$ cat src/rtl/sp_unit_p.sv
`default_nettype none
// ============================================================================
//  Module   : sp_unit_p
//  Purpose  : Parametrised stack-pointer unit with increment/decrement by
//             STEP, direct load, runtime bounds window [spLow, spHigh],
//             sticky first-cause fault reporting and a low-water mark.
//  Revision : 1.0 - initial release
//
//  Ports
//    clock       in   1      rising-edge clock
//    reset       in   1      synchronous active-high reset
//    spSrc       in   2      00 hold, 01 inc, 10 dec, 11 load spIn
//    spWrite     in   1      op enable (0 = hold)
//    spIn        in   WIDTH  load value
//    spLow       in   WIDTH  lowest legal SP (inclusive)
//    spHigh      in   WIDTH  highest legal SP (inclusive)
//    faultClear  in   1      clears sticky fault, reloads low-water mark
//    spCur       out  WIDTH  current SP
//    spFault     out  1      sticky fault flag
//    faultCode   out  2      first cause: 01 underflow, 10 overflow, 11 load
//    spLowWater  out  WIDTH  minimum SP since reset / last faultClear
// ============================================================================
module sp_unit_p #(
  parameter int unsigned          WIDTH       = 16,
  parameter int unsigned          STEP        = 1,
  parameter logic [WIDTH-1:0]     RESET_VALUE = '0
) (
  input  logic             clock,
  input  logic             reset,
  input  logic [1:0]       spSrc,
  input  logic             spWrite,
  input  logic [WIDTH-1:0] spIn,
  input  logic [WIDTH-1:0] spLow,
  input  logic [WIDTH-1:0] spHigh,
  input  logic             faultClear,
  output logic [WIDTH-1:0] spCur,
  output logic             spFault,
  output logic [1:0]       faultCode,
  output logic [WIDTH-1:0] spLowWater
);

  localparam logic [WIDTH:0] c_STEP = (WIDTH+1)'(STEP);

  localparam logic [1:0] c_OP_HOLD = 2'b00;
  localparam logic [1:0] c_OP_INC  = 2'b01;
  localparam logic [1:0] c_OP_DEC  = 2'b10;
  localparam logic [1:0] c_OP_LOAD = 2'b11;

  localparam logic [1:0] c_CODE_NONE  = 2'b00;
  localparam logic [1:0] c_CODE_UNDER = 2'b01;
  localparam logic [1:0] c_CODE_OVER  = 2'b10;
  localparam logic [1:0] c_CODE_LOAD  = 2'b11;

  typedef enum logic [0:0] {
    ST_OK      = 1'b0,
    ST_FAULTED = 1'b1
  } state_t;

  state_t           r_state;
  state_t           w_state_nxt;
  logic [1:0]       r_code;
  logic [1:0]       w_code_nxt;
  logic [WIDTH-1:0] r_sp;
  logic [WIDTH-1:0] r_low_water;
  logic [WIDTH-1:0] w_lw_base;
  logic [WIDTH-1:0] w_lw_nxt;

  logic [WIDTH:0]   w_cand;
  logic [1:0]       w_cause;
  logic             w_active;
  logic             w_legal;
  logic             w_write;
  logic             w_fault;

  // Candidate is one bit wider than SP. An inc that overflows WIDTH and a
  // dec that goes below zero both set the top bit, so a plain unsigned
  // compare against the zero-extended bounds rejects them without a
  // separate carry/borrow check.
  always_comb begin
    w_cand  = {1'b0, r_sp};
    w_cause = c_CODE_NONE;
    case (spSrc)
      c_OP_HOLD: begin
        w_cand  = {1'b0, r_sp};
        w_cause = c_CODE_NONE;
      end
      c_OP_INC: begin
        w_cand  = {1'b0, r_sp} + c_STEP;
        w_cause = c_CODE_OVER;
      end
      c_OP_DEC: begin
        w_cand  = {1'b0, r_sp} - c_STEP;
        w_cause = c_CODE_UNDER;
      end
      c_OP_LOAD: begin
        w_cand  = {1'b0, spIn};
        w_cause = c_CODE_LOAD;
      end
      default: begin
        w_cand  = {1'b0, r_sp};
        w_cause = c_CODE_NONE;
      end
    endcase
  end

  assign w_active = spWrite && (spSrc != c_OP_HOLD);
  assign w_legal  = (w_cand >= {1'b0, spLow}) && (w_cand <= {1'b0, spHigh});
  assign w_write  = w_active && w_legal;
  assign w_fault  = w_active && !w_legal;

  // Fault FSM: a new fault always wins over a same-cycle clear; while
  // already faulted (and not clearing) the first cause is kept.
  always_comb begin
    w_state_nxt = r_state;
    w_code_nxt  = r_code;
    if (w_fault) begin
      w_state_nxt = ST_FAULTED;
      if ((r_state == ST_OK) || faultClear) begin
        w_code_nxt = w_cause;
      end
    end else if (faultClear) begin
      w_state_nxt = ST_OK;
      w_code_nxt  = c_CODE_NONE;
    end
  end

  // Clear restarts tracking from the pre-update SP; a same-cycle write is
  // then folded in by the min.
  always_comb begin
    w_lw_base = faultClear ? r_sp : r_low_water;
    w_lw_nxt  = w_lw_base;
    if (w_write && (w_cand[WIDTH-1:0] < w_lw_base)) begin
      w_lw_nxt = w_cand[WIDTH-1:0];
    end
  end

  always_ff @(posedge clock) begin
    if (reset) begin
      r_state     <= ST_OK;
      r_code      <= c_CODE_NONE;
      r_sp        <= RESET_VALUE;
      r_low_water <= RESET_VALUE;
    end else begin
      r_state     <= w_state_nxt;
      r_code      <= w_code_nxt;
      r_low_water <= w_lw_nxt;
      if (w_write) begin
        r_sp <= w_cand[WIDTH-1:0];
      end
    end
  end

  assign spCur      = r_sp;
  assign spFault    = (r_state == ST_FAULTED);
  assign faultCode  = r_code;
  assign spLowWater = r_low_water;

endmodule
`default_nettype wire

$ cat config.mk
export PLATFORM = sky130hd
export DESIGN_NAME = sp_unit_p
export DESIGN_NICKNAME = d
export VERILOG_FILES = /design/src/rtl/sp_unit_p.sv
export SDC_FILE = /design/constraint.sdc
export NUM_CORES = 1
export LEC_CHECK = 0
export CORE_ASPECT_RATIO = 1.2
export CORE_MARGIN = 2
export CORE_UTILIZATION = 50
export DETAILED_ROUTE_END_ITERATION = 6
export PLACE_DENSITY = 0.83
export SETUP_SLACK_MARGIN = 0.5
export SYNTH_ARGS = -nofsm -noshare
export SYNTH_HDL_FRONTEND = slang
export SYNTH_SLANG_ARGS = --single-unit
$ cat constraint.sdc
create_clock -name clock -period 8.9 [get_ports clock]
set_input_delay 1.335 -clock clock [delete_from_list [all_inputs] [get_ports clock]]
set_output_delay 1.335 -clock clock [all_outputs]
set_load 0.05 [all_outputs]
### Word level (Yosys, flattened, before mapping)

Index checks and enable logic that the tools add are counted.

| cells by class | value |
|---|---|
| multipliers | 0 |
| mux-type cells | 9 |
| divide/modulo/power cells | 0 |
| $lt $le $gt $ge | 3 |
| reductions and logical operators | 11 |
| eq/ne operators | 4 |
| shift operators | 0 |
| bitwise logic cells | 1 |
| add/sub/neg operators | 2 |

Operator list:

| operator | count |
|---|---|
| $pmux W17 S4 | 1 |
| $mux W16 | 2 |
| $add A16 B1 Y17 const B | 1 |
| $ge A17 B16 Y1 | 1 |
| $le A17 B16 Y1 | 1 |
| $sub A16 B1 Y17 const B | 1 |
| $lt A16 B16 Y1 | 1 |
| $pmux W2 S4 | 1 |
| $mux W2 | 3 |
| $logic_and A1 B1 Y1 | 5 |
| $eq A2 B2 Y1 const B | 2 |
| $reduce_bool A2 Y1 | 2 |
| $eq A2 B1 Y1 const B | 1 |
| $logic_not A2 Y1 | 1 |
| $mux W1 | 2 |
| $ne A2 B1 Y1 const B | 1 |
| $reduce_and A2 Y1 | 1 |
| $logic_not A1 Y1 | 1 |
| $logic_or A1 B1 Y1 | 1 |
| $not A1 Y1 | 1 |

| storage, ports and cells | value |
|---|---|
| ROM bits | 0 |
| bits in writable memories | 0 |
| bits in latches | 0 |
| logic and storage cells | 34 |
| register bits | 35 |
| bits of input ports | 54 |
| memories kept | 0 |
| output and inout port bits | 35 |

### Depth between registers and ports, before layout

| logic depth | value |
|---|---|
| word-level depth | 8 |
| depth in mapped cells | 24 |
| mapped depth without buffers | 19 |

### Least setup slack after synthesis

OpenSTA, ideal clock, no wires.

| timing | value |
|---|---|
| path type | input port to flip-flop |
| from | in spSrc[0] |
| to | reg r_code[0], in the netlist faultCode[0] |
| data required time | 8,779 ps |
| path buffers | 4 |
| arrival time | 6,268 ps |
| stages on the path | 23 |
| setup time | 121 ps |
| setup slack | 2,511 ps |
| cells stage by stage | inv_1 > ha_1 > buf_2 > buf_2 > buf_2 > buf_2 > xor2_1 > ha_1 > a21boi_0 > o22ai_1 > o32ai_2 > a211oi_1 > o31a_1 > or3_4 > ha_1 > nand2_1 > or4_1 > a31o_2 > a31o_2 > and3_4 > nand2_1 > and3_1 > mux2_2 |

| between the ends | value |
|---|---|
| longest elaborated chain between the ends | 8 |
| elaborated cells between the ends (all ways) | 18 |
| those cells by class | order compare (2); eq/ne (4); mux (4); reduce/logical (8) |

Ends and longest elaborated chain:

| element | RTL line | source |
|---|---|---|
| from (decl) | 30 | `input logic [1:0] spSrc,` |
| $eq A2 B2 Y1 (tied with other cells) | 82 | `case (spSrc)` |
| $pmux W17 S4 (*) | 82 |  |
| net w_cand[14] | 68 | `logic [WIDTH:0] w_cand;` |
| $ge A17 B16 Y1 or $le A17 B16 Y1 (tied branches) | 107 | `assign w_legal = (w_cand >= {1'b0, spLow}) && (w_cand <= {1'b0, spHigh});` |
| $logic_and A1 B1 Y1 (*) | 107 |  |
| $logic_not A1 Y1 (*) | 109 | `assign w_fault = w_active && !w_legal;` |
| $logic_and A1 B1 Y1 (*) | 109 |  |
| $ne A2 B1 Y1 (no source line) or $reduce_bool A2 Y1 (tied branches) | - |  |
| $reduce_and A2 Y1 (no source line) | - |  |
| to (signal assigned) | 140 | `r_code <= c_CODE_NONE;` |
| to (signal assigned) | 145 | `r_code <= w_code_nxt;` |
| to (decl) | 61 | `logic [1:0] r_code;` |

Mark *: on every way through the listed nets, which the timed path passes. The rest lies on a longest branch. The select of a mux whose other input is x is not followed.
A chain may end at the register's enable or synchronous reset.

### Final worst setup path

| timing | value |
|---|---|
| from | in spSrc[0] |
| to | reg r_low_water[13], in the netlist spLowWater[13] |

| between the ends | value |
|---|---|
| longest elaborated chain between the ends | 7 |
| elaborated cells between the ends (all ways) | 14 |
| those cells by class | order compare (3); eq/ne (3); mux (2); reduce/logical (6) |

Ends and longest elaborated chain:

| element | RTL line | source |
|---|---|---|
| $eq A2 B2 Y1 (tied with other cells) | 82 |  |
| $pmux W17 S4 (*) | 82 |  |
| net w_cand[12] | 68 |  |
| $ge A17 B16 Y1 or $le A17 B16 Y1 (tied branches) | 107 |  |
| $logic_and A1 B1 Y1 | 107 |  |
| $logic_and A1 B1 Y1 | 108 | `assign w_write = w_active && w_legal;` |
| $logic_and A1 B1 Y1 (*) | 132 | `if (w_write && (w_cand[WIDTH-1:0] < w_lw_base)) begin` |
| $mux W16 (*) | 132 |  |
| to (signal assigned) | 146 | `r_low_water <= w_lw_nxt;` |
| to (decl) | 64 | `logic [WIDTH-1:0] r_low_water;` |

Mark *: on every way through the listed nets, which the timed path passes. The rest lies on a longest branch.

==> results.toml <==
[clock_tree]
clock_latency_ns = 0.29
cts_made_buffers = 5
root_buffer = "clkbuf_8"
cts_hold_buf = 0
h-tree-depth = 2
clockBufferDepth = 2
cts_tree = "yes"
clk_pin_slew_ns = 0.07
ctsResizeCount = 0
cts.sinks = 35
postCtsSetupBuffers = 0

[synth]
syn_area_mm2 = 0.00444
synth-edff-count = 0
synth_nets = 679
synth_ff_type = "dfxtp_1"
syn-mean-instance-area_um2 = 7.77
ys_seq_area_frac = 0.158
async_flop_share = 0
ys_ff_latch = 35
synth_cells = 572
synth_cell_type_count = 80
yosysWarnings = 0

[flow_run]
drv_cap = 0

[final_layout]
final_cell_mix = "88 x clkdlybuf4s50_1, 53 x ha_1, 47 x nand2_1, 47 x inv_1, 42 x nor2_1"
design_area_mm2 = 0.00539
nets = 737
final_layout_size_suffix_gt1_frac = 0.0840
area_growth_pct = 21.3
final_common_cell = "clkdlybuf4s50_1"
antenna_cells = 0
instances_no_fill = 748

[drt]
routed.top_layer = "met4"
first_iter_violations = 366
wl_met1_um = 5450
route.antenna.remaining_nets = 0
drc_errors = 0
drt-pass1-iter-count = 6
vias_per_cell = 6.23
wirelength_um = 13300
met2_length_um = 6600
wl_per_cell_um = 17.8
vias = 4660
wl_met3_um = 847

[die]
pin_count = 89
die_area_mm2 = 0.00966
core-area_mm2 = 0.00861
rows = 37
die_h_um = 107
initial_core_util = 0.516
fp.dieW_um = 90.0

[sta]
worst_pin_slew_ns = 1.10
final.setup.tns_ns = 0
max_slew_margin = 0.263
hold_viol = 0
rsz0062_at_grt = "false"
setup_viol = 0
whs_ns = 0.542
fmax_mhz = 149
drv_slew = 0
skew_ns = 0.00398
period_share = 0.753
finalWorstPathRequiredPeriod_ns = 6.71

[power_and_ir_drop]
ir_drop_uv = 57.8
total_power_uw = 522
p_per_area_mw_per_mm2 = 96.8
p_leak_uw = 0.00217

[placement]
gp_congestion = 0.960
dp_cells = 740
placed_cell_area_mm2 = 0.00529
io_buffers = 88
hpwl_um = 10100

[grt]
grtUsageTotal = 0.271
grt_pass1_vias = 4512
grt_max_degree = 45
gr-total-overflow = 0
grt_pass1_wl_um = 21500
grt_antenna_before_repair = 0

[worst_setup_path]
startpoint = "spSrc[0]"
r2r-start = "spCur[1]$_SDFFE_PP0P_"
endpoint_kind = "flip-flop"
cp.required_ns = 9.12
crit_path_max_incr_delay_ns = 0.83
critPathMaxFanout = 30
slowest_stage = "ha_1"
critPathKind = "input port to flip-flop"
path_buf_inv = 2
crit_path_cell_trace = "clkdlybuf4s50_1 > inv_1 > ha_1 > o22ai_1 > o32ai_2 > a21oi_1 > xnor2_1 > o31ai_2 > ha_1 > nand4_1 > or4_1 > o22ai_1 > a31o_2 > and3_4 > nand3_2 > and2_1 > a211oi_2"
crit_path_start_kind = "input port"
cp_top_family = "compound AO/OA/AOI/OAI gates"
crit_arrival_ns = 6.92

[worst_hold_path]
min_from = "spFault$_SDFFE_PP0P_"
hp-class = "flip-flop to flip-flop"

[run_status]
status = "finished clean"
synth_stat cells (6+ instances only):
master / n / area (um2)
ha_1: 53 / 663
inv_1: 47 / 176
nand2_1: 47 / 176
nor2_1: 42 / 158
dfxtp_1: 35 / 701
o21ai_0: 33 / 165
a21oi_1: 32 / 160
a211oi_1: 21 / 158
mux2i_1: 21 / 210
clkbuf_1: 19 / 71.3
buf_2: 13 / 65.1
a21o_1: 12 / 90.1
nand4_1: 11 / 68.8
nand3_1: 10 / 50.1
a22oi_1: 7 / 52.6
nor3_1: 7 / 35.0
nor3b_1: 7 / 52.6
a31oi_1: 6 / 37.5
buf_6: 6 / 67.6
o21a_1: 6 / 45.0
layout make-up:
cell class | instances | area, um2
Sequential cell | 35 | 701
Timing Repair Buffer | 93 | 918
Inverter | 48 | 180
Multi-Input combinational cell | 447 | 3340
Clock buffer | 8 | 100
Fill cell | 762 | 3220
Tap cell | 117 | 146
path summary, 6_finish.rpt:
kind | end | cells after the start | slack [ns]
worst max-delay path | spLowWater[13]$_SDFF_PP0_ | 17 | 2.19
worst min-delay path | spFault$_SDFFE_PP0P_ | 2 | 0.54
worst min register to register | spFault$_SDFFE_PP0P_ | 2 | 0.54
worst max register to register | spLowWater[13]$_SDFF_PP0_ | 17 | 3.52
worst reg2reg max path, cell delays in order (launching register included):
cell	delay, ns
dfxtp_1	0.63
xor2_1	0.23
ha_1	0.22
a21boi_0	0.20
o22ai_1	0.19
o32ai_2	0.50
a21oi_1	0.17
xnor2_1	0.17
o31ai_2	0.56
ha_1	0.24
nand4_1	0.14
or4_1	0.54
o22ai_1	0.15
a31o_2	0.15
and3_4	0.19
nand3_2	0.47
and2_1	0.39
a211oi_2	0.18
where the power goes:
part	switching (uW)	internal [uW]	leakage (uW)	total, uW
clock network	59.3	70.7	0.0000515	130
logic	129	92.9	0.00184	222
registers	8.05	162	0.000283	170
flip-flops by register name, summed over array words and instances (netlist names):
register,count
faultCode,2
spCur,16
spFault,1
spLowWater,16
cells by family after synthesis:
group	share of synthesized area
multiplexers	0.0558
flip-flops	0.158
AO/OA/AOI/OAI	0.311
adder cells (fa/ha/maj)	0.149
XOR/XNOR	0.0158
AND/OR/NAND/NOR	0.220
buffers and inverters	0.0899
layer usage:
| metal | up-vias | track usage |
|---|---|---|
| li1 | 2243 | - |
| met1 | 2189 | 0.325 |
| met2 | 193 | 0.491 |
| met3 | 35 | 0.0294 |
| met4 | 0 | 0.115 |
| met5 | - | 0 |
stage by stage:
stage / util / setup slack, ns
floorplan: - / 2.51
global placement: 0.614 / 2.12
detailed placement: 0.614 / 1.94
CTS: 0.626 / 2.26
global route: 0.626 / 1.76
finish: 0.626 / 2.19
(Power assumes the default switching activity.)
